==> src/rtl/sync_fifo_param.sv <==
// rtl/sync_fifo_param.sv - single-clock parametrised FIFO with fill level, thresholds, FWFT and sticky errors
module sync_fifo_param #(
    parameter int DATA_W   = 8,
    parameter int ADDR_W   = 4,
    parameter int AF_LEVEL = 12,
    parameter int AE_LEVEL = 4,
    parameter int FWFT     = 0
) (
    input  logic              clk,
    input  logic              rst_n,
    input  logic              w_en,
    input  logic [DATA_W-1:0] data_in,
    input  logic              r_en,
    input  logic              flush,
    input  logic              clr_err,
    output logic [DATA_W-1:0] data_out,
    output logic              full,
    output logic              empty,
    output logic              almost_full,
    output logic              almost_empty,
    output logic [ADDR_W:0]   count,
    output logic              overflow,
    output logic              underflow
);
    localparam int DEPTH = 1 << ADDR_W;
    localparam logic [ADDR_W:0] DEPTH_C = (ADDR_W+1)'(DEPTH);
    localparam logic [ADDR_W:0] AF_C    = (ADDR_W+1)'(AF_LEVEL);
    localparam logic [ADDR_W:0] AE_C    = (ADDR_W+1)'(AE_LEVEL);

    logic [DATA_W-1:0] mem [DEPTH];
    logic [ADDR_W:0]   wptr;
    logic [ADDR_W:0]   rptr;
    logic              wr_acc;
    logic              rd_acc;
    logic              wr_err;
    logic              rd_err;

    // Flags derive only from registered pointers, so requests never reach them combinationally.
    assign count        = wptr - rptr;
    assign full         = (count == DEPTH_C);
    assign empty        = (count == '0);
    assign almost_full  = (count >= AF_C);
    assign almost_empty = (count <= AE_C);

    assign wr_acc = w_en && !full && !flush;
    assign rd_acc = r_en && !empty && !flush;
    assign wr_err = w_en && full && !flush;
    assign rd_err = r_en && empty && !flush;

    always_ff @(posedge clk) begin
        if (wr_acc) begin
            mem[wptr[ADDR_W-1:0]] <= data_in;
        end
    end

    always_ff @(posedge clk or negedge rst_n) begin
        if (!rst_n) begin
            wptr <= '0;
            rptr <= '0;
        end else if (flush) begin
            wptr <= '0;
            rptr <= '0;
        end else begin
            if (wr_acc) wptr <= wptr + 1'b1;
            if (rd_acc) rptr <= rptr + 1'b1;
        end
    end

    // A new error event wins over a same-cycle clear.
    always_ff @(posedge clk or negedge rst_n) begin
        if (!rst_n) begin
            overflow  <= 1'b0;
            underflow <= 1'b0;
        end else begin
            if (wr_err)       overflow <= 1'b1;
            else if (clr_err) overflow <= 1'b0;
            if (rd_err)        underflow <= 1'b1;
            else if (clr_err)  underflow <= 1'b0;
        end
    end

    generate
        if (FWFT != 0) begin : g_fwft
            assign data_out = mem[rptr[ADDR_W-1:0]];
        end else begin : g_std
            logic [DATA_W-1:0] dout_q;
            always_ff @(posedge clk or negedge rst_n) begin
                if (!rst_n) begin
                    dout_q <= '0;
                end else if (rd_acc) begin
                    dout_q <= mem[rptr[ADDR_W-1:0]];
                end
            end
            assign data_out = dout_q;
        end
    endgenerate
endmodule

==> config.mk <==
export PLATFORM = sky130hd
export DESIGN_NAME = sync_fifo_param
export DESIGN_NICKNAME = d
export VERILOG_FILES = /design/src/rtl/sync_fifo_param.sv
export SDC_FILE = /design/constraint.sdc
export NUM_CORES = 1
export LEC_CHECK = 0
export CAP_MARGIN = 10
export CORE_UTILIZATION = 45
export DETAILED_ROUTE_END_ITERATION = 16
export GPL_ROUTABILITY_DRIVEN = 0
export HOLD_SLACK_MARGIN = 0.08
export RECOVER_POWER = 50
export SETUP_SLACK_MARGIN = 0.02
export SLEW_MARGIN = 20
export SYNTH_ARGS = -nofsm -noshare
export SYNTH_HDL_FRONTEND = slang
export SYNTH_SLANG_ARGS = --single-unit
==> constraint.sdc <==
create_clock -name clk -period 7.3 [get_ports clk]
set_clock_uncertainty 0.15 [all_clocks]
set_input_delay 1.46 -clock clk [delete_from_list [all_inputs] [get_ports clk]]
set_output_delay 1.46 -clock clk [all_outputs]
set_load 0.03 [all_outputs]
# == After elaboration in Yosys (flattened, before gate mapping) ==
# Memories as Yosys holds them, arrays and structs flattened. A register that Yosys moved wholly into a read port is not among the register bits.
# Cells that the tools add are included.
# word_totals
word_cells,37
out_inout_bits,19
regBits,12
mem_bits_rw,128
input_bits,14
mem_count,1
# classes
addsub,3
n_eq_ne,1
mux,9
magnitude_cmp,2
n_reduce_logical,17
# memory_table
name,words,word_bits,read_ports,rd_clocked_by_memory_dff,wr,line,text
mem,16,8,1,1,1,30,logic [DATA_W-1:0] mem [DEPTH];
# ops
operator,n
5-bit 2-to-1 mux,4
"5-bit by 1-bit adder with 5-bit output, second input constant",2
1-bit logical AND,8
2-bit nonzero test,4
"5-bit equality test, second input constant",1
"5-bit by 4-bit >= comparator with 1-bit output, second input constant",1
"5-bit by 3-bit <= comparator with 1-bit output, second input constant",1
5-bit zero test,1
1-bit 2-to-1 mux,5
5-bit subtractor,1
1-bit zero test,4

# == Logic depth before layout (Yosys ltp) ==
# logic_depth
depth_word,7
ltp_mapped,12
mapped_depth_nobuf,10

# == Worst setup path after synthesis ==
# No wires, ideal clock.
# synth_timing
kind,register -> output
startpoint,reg rptr[2]
endpoint,out full
stages_incl_launch_ff,10
path_buffers,2
slack_ps,3067
t_required_ps,5690
t_arrival_ps,2623
cell_sequence,dfrtp_1 -> buf_2 -> buf_2 -> clkinv_1 -> ha_1 -> a21oi_1 -> o21ai_1 -> xnor2_1 -> inv_2 -> nor3_2
# synth_via
elab_chain_len,2
# synth_lines
item,line,text
"start, declared",32,logic [ADDR_W:0] rptr;
"start signal, assigned",65,if (rd_acc) rptr <= rptr + 1'b1;
5-bit subtractor,39,assign count = wptr - rptr;
via count[3],21,"output logic [ADDR_W:0] count,"
5-bit equality test,40,assign full = (count == DEPTH_C);
"end, declared",17,"output logic full,"
# The timed path passes the listed nets, and every way through them passes these cells.

# == Final worst setup path ==
# layout_timing
startpoint,reg rptr[2]
endpoint,out full
# layout_via
elab_chain_len,2
# layout_lines
item,line
5-bit subtractor,39
5-bit equality test,40
# No other way between the ends.

==> flow_summary.json <==
{
  "outcome": "finished clean",
  "cts.htree.levels": 4,
  "holdCritPathClass": "reg2reg",
  "grt_max_degree": 37,
  "dieArea_sq_um": 14100,
  "critPathRequiredTime_ns": 5.69,
  "grt_pass1_vias": 3238,
  "dieHeight_um": 119,
  "yosysTopAreaCell": "edfxtp_1",
  "initial_core_util_pct": 46.2,
  "first_pass_iters": 4,
  "syn-num-nets": 372,
  "mostFrequentLayoutCells": "edfxtp_1 (128), nand2_1 (38), mux4_2 (32)",
  "ys_types": 38,
  "synthToLayoutAreaGrowth_pct": 17.5,
  "yosys_warnings": 0,
  "arrival_ns": 3.76,
  "grt.overflow.total": 0,
  "critPathMaxFanout": 28,
  "power.switching_uw": 844,
  "swShare_pct": 31.9,
  "seq_area_frac_synth_pct": 71.0,
  "final_cell_area_sq_um": 7190,
  "wl_um": 12400,
  "synth.avg_cell_area_sq_um": 17.6,
  "holdBufCountCts": 0,
  "rows": 42,
  "grt_pass1_wl_um": 19000,
  "clk_path_buf_depth": 2,
  "diodes": 0,
  "antenna_found_initial": 0,
  "ir_drop_mv": 0.169,
  "synth_top_area_share_pct": 62.8,
  "ant_nets": 0,
  "rr_startpoint": "rptr[0]",
  "pwr-share-comb_pct": 31.2,
  "drive_gt1_share_pct": 20.6,
  "reg2reg_depth": 9,
  "pin_count": 33,
  "vias": 3180,
  "dr.first_iter.drc_count": 265,
  "r2r-end": "mem[1][5]",
  "cts_resized": 0,
  "synth_area_sq_um": 6120,
  "setup_tns_ns": 0,
  "fp.dieW_um": 119,
  "rsz0062_at_grt": "false",
  "tritoncts": "built",
  "max_clock_freq_mhz": 186,
  "grt_usage_pct": 19.0,
  "dpl.hpwl_um": 8030,
  "synth-seq-cells": 148,
  "setup_violations": 0,
  "synth-edff-count": 128,
  "hold_viol": 0,
  "p_clk_share_pct": 30.9,
  "synthArstFlopShare_pct": 13.5,
  "placed_cell_area_sq_um": 6630,
  "drv_slew": 0,
  "intPower_uw": 1800,
  "hold_path_depth": 1,
  "clk_latency_ns": 0.41,
  "synthCells": 348,
  "clk_pin_slew_ns": 0.05,
  "end_kind": "output port",
  "layout.nets": 413,
  "synth_ff_type": "edfxtp_1",
  "cts_setup_buffers": 0,
  "finalCritPeriodShare_pct": 73.6,
  "cap_violations": 0,
  "cts.sinks": 148,
  "period_minus_slack_ns": 5.37,
  "post-route-util_pct": 54.3,
  "synth_area_leaders": "edfxtp_1 (63%), mux4_2 (12%), dfrtp_1 (8.2%), and3_1 (2.5%), nand2_1 (2.3%)",
  "p_leak_uw": 0.00252,
  "slew_headroom_pct": 38.7,
  "final_common_cell": "edfxtp_1",
  "port-buffer-count": 32,
  "avgViaCountPerCell": 5.50,
  "r2r_slack_ns": 3.28,
  "core_area_sq_um": 13200,
  "wl_per_cell_um": 21.4,
  "pwr_density_cell_nw_per_um2": 367,
  "numCtsBuffers": 17,
  "drc_errors": 0,
  "tightest_slew_ns": 0.917,
  "power_frac_seq_pct": 37.9,
  "hold_start": "underflow",
  "crit_type": "reg2out",
  "crit_path_start_kind": "flop",
  "root_buffer": "clkbuf_16",
  "min_to": "underflow"
}
flip-flops by register name, summed over array words and instances (netlist names):
| signal | count |
|---|---|
| overflow | 1 |
| rptr | 5 |
| data_out | 8 |
| mem | 128 |
| underflow | 1 |
| wptr | 5 |
Yosys cell counts, types with 2 or more instances:
| cell | instances |
|---|---|
| a31oi_1 | 11 |
| clkinv_1 | 2 |
| and3_1 | 24 |
| nor2_1 | 14 |
| a32o_1 | 2 |
| nor2b_1 | 2 |
| nand3_1 | 2 |
| a21oi_1 | 4 |
| buf_2 | 5 |
| ha_1 | 9 |
| xor2_1 | 3 |
| edfxtp_1 | 128 |
| a311oi_1 | 2 |
| mux4_2 | 32 |
| nand2_1 | 38 |
| clkbuf_1 | 5 |
| xnor2_1 | 6 |
| dfrtp_1 | 20 |
| inv_1 | 9 |
| buf_1 | 2 |
| o21ai_0 | 2 |
| inv_2 | 2 |
| mux2_2 | 8 |
| mux2i_1 | 2 |
cell families after synthesis:
group                    count (synthesis)  synth area share, %
buffers and inverters                   26                 1.76
XOR/XNOR                                10                 1.55
AND/OR/NAND/NOR                         87                 6.99
flip-flops                             148                 71.0
multiplexers                            42                 13.6
adder cells (fa/ha/maj)                 10                 2.17
AO/OA/AOI/OAI                           25                 2.98
layout make-up:
type / count / area [sq um]
inverter: 13 / 48.8
clock inverter: 11 / 103
timing repair buffer: 35 / 343
clock buffer: 21 / 460
fill: 1047 / 6050
multi-input combinational: 174 / 1670
tap: 176 / 220
sequential: 148 / 4350
routing by layer:
layer	track usage [%]	vias up	share of wire [%]
met5	0	-	0
met4	8.31	0	2.3
met3	4.15	20	4.5
met2	29.6	102	49
met1	25.9	1614	45
li1	-	1444	-
through the flow:
stage | hold WS (ns) | power (uW) | setup slack, ns | instances
after floorplan | 0.379 | 1570 | 3.07 | 348
after global placement | 0.336 | 1850 | 2.44 | 546
after detailed placement | 0.339 | 1860 | 2.33 | 546
after CTS | 0.351 | 2680 | 1.88 | 578
after global routing | 0.367 | 2750 | 1.69 | 578
final | 0.344 | 2640 | 1.93 | 578
worst max path at each step:
stage                 start    to  slack, ns  cells after the start
floorplan           rptr[2]  full       3.07                      9
global placement    rptr[2]  full       2.44                      9
detailed placement  rptr[2]  full       2.33                      9
CTS                 rptr[2]  full       1.88                      9
global route        rptr[2]  full       1.69                      9
finish              rptr[2]  full       1.93                      9
power by group through the flow:
| stage | logic, uW | clock network (uW) | registers [uW] |
|---|---|---|---|
| detailed placement | 840 | 0 | 1020 |
| finish | 824 | 817 | 1000 |
| global placement | 831 | 0 | 1020 |
| global route | 886 | 861 | 1010 |
| CTS | 843 | 829 | 1000 |
| floorplan | 515 | 0 | 1060 |
worst max-delay path, cell delays in order, from the launching register on:
cell and delay (ns):
dfrtp_1 0.32, buf_4 0.36, clkinv_1 0.36, ha_1 0.44
a21oi_1 0.13, o21ai_1 0.09, xnor2_1 0.46, inv_2 0.14
nor3_2 0.32, clkdlybuf4s50_1 0.74
(Power assumes the default switching activity.)
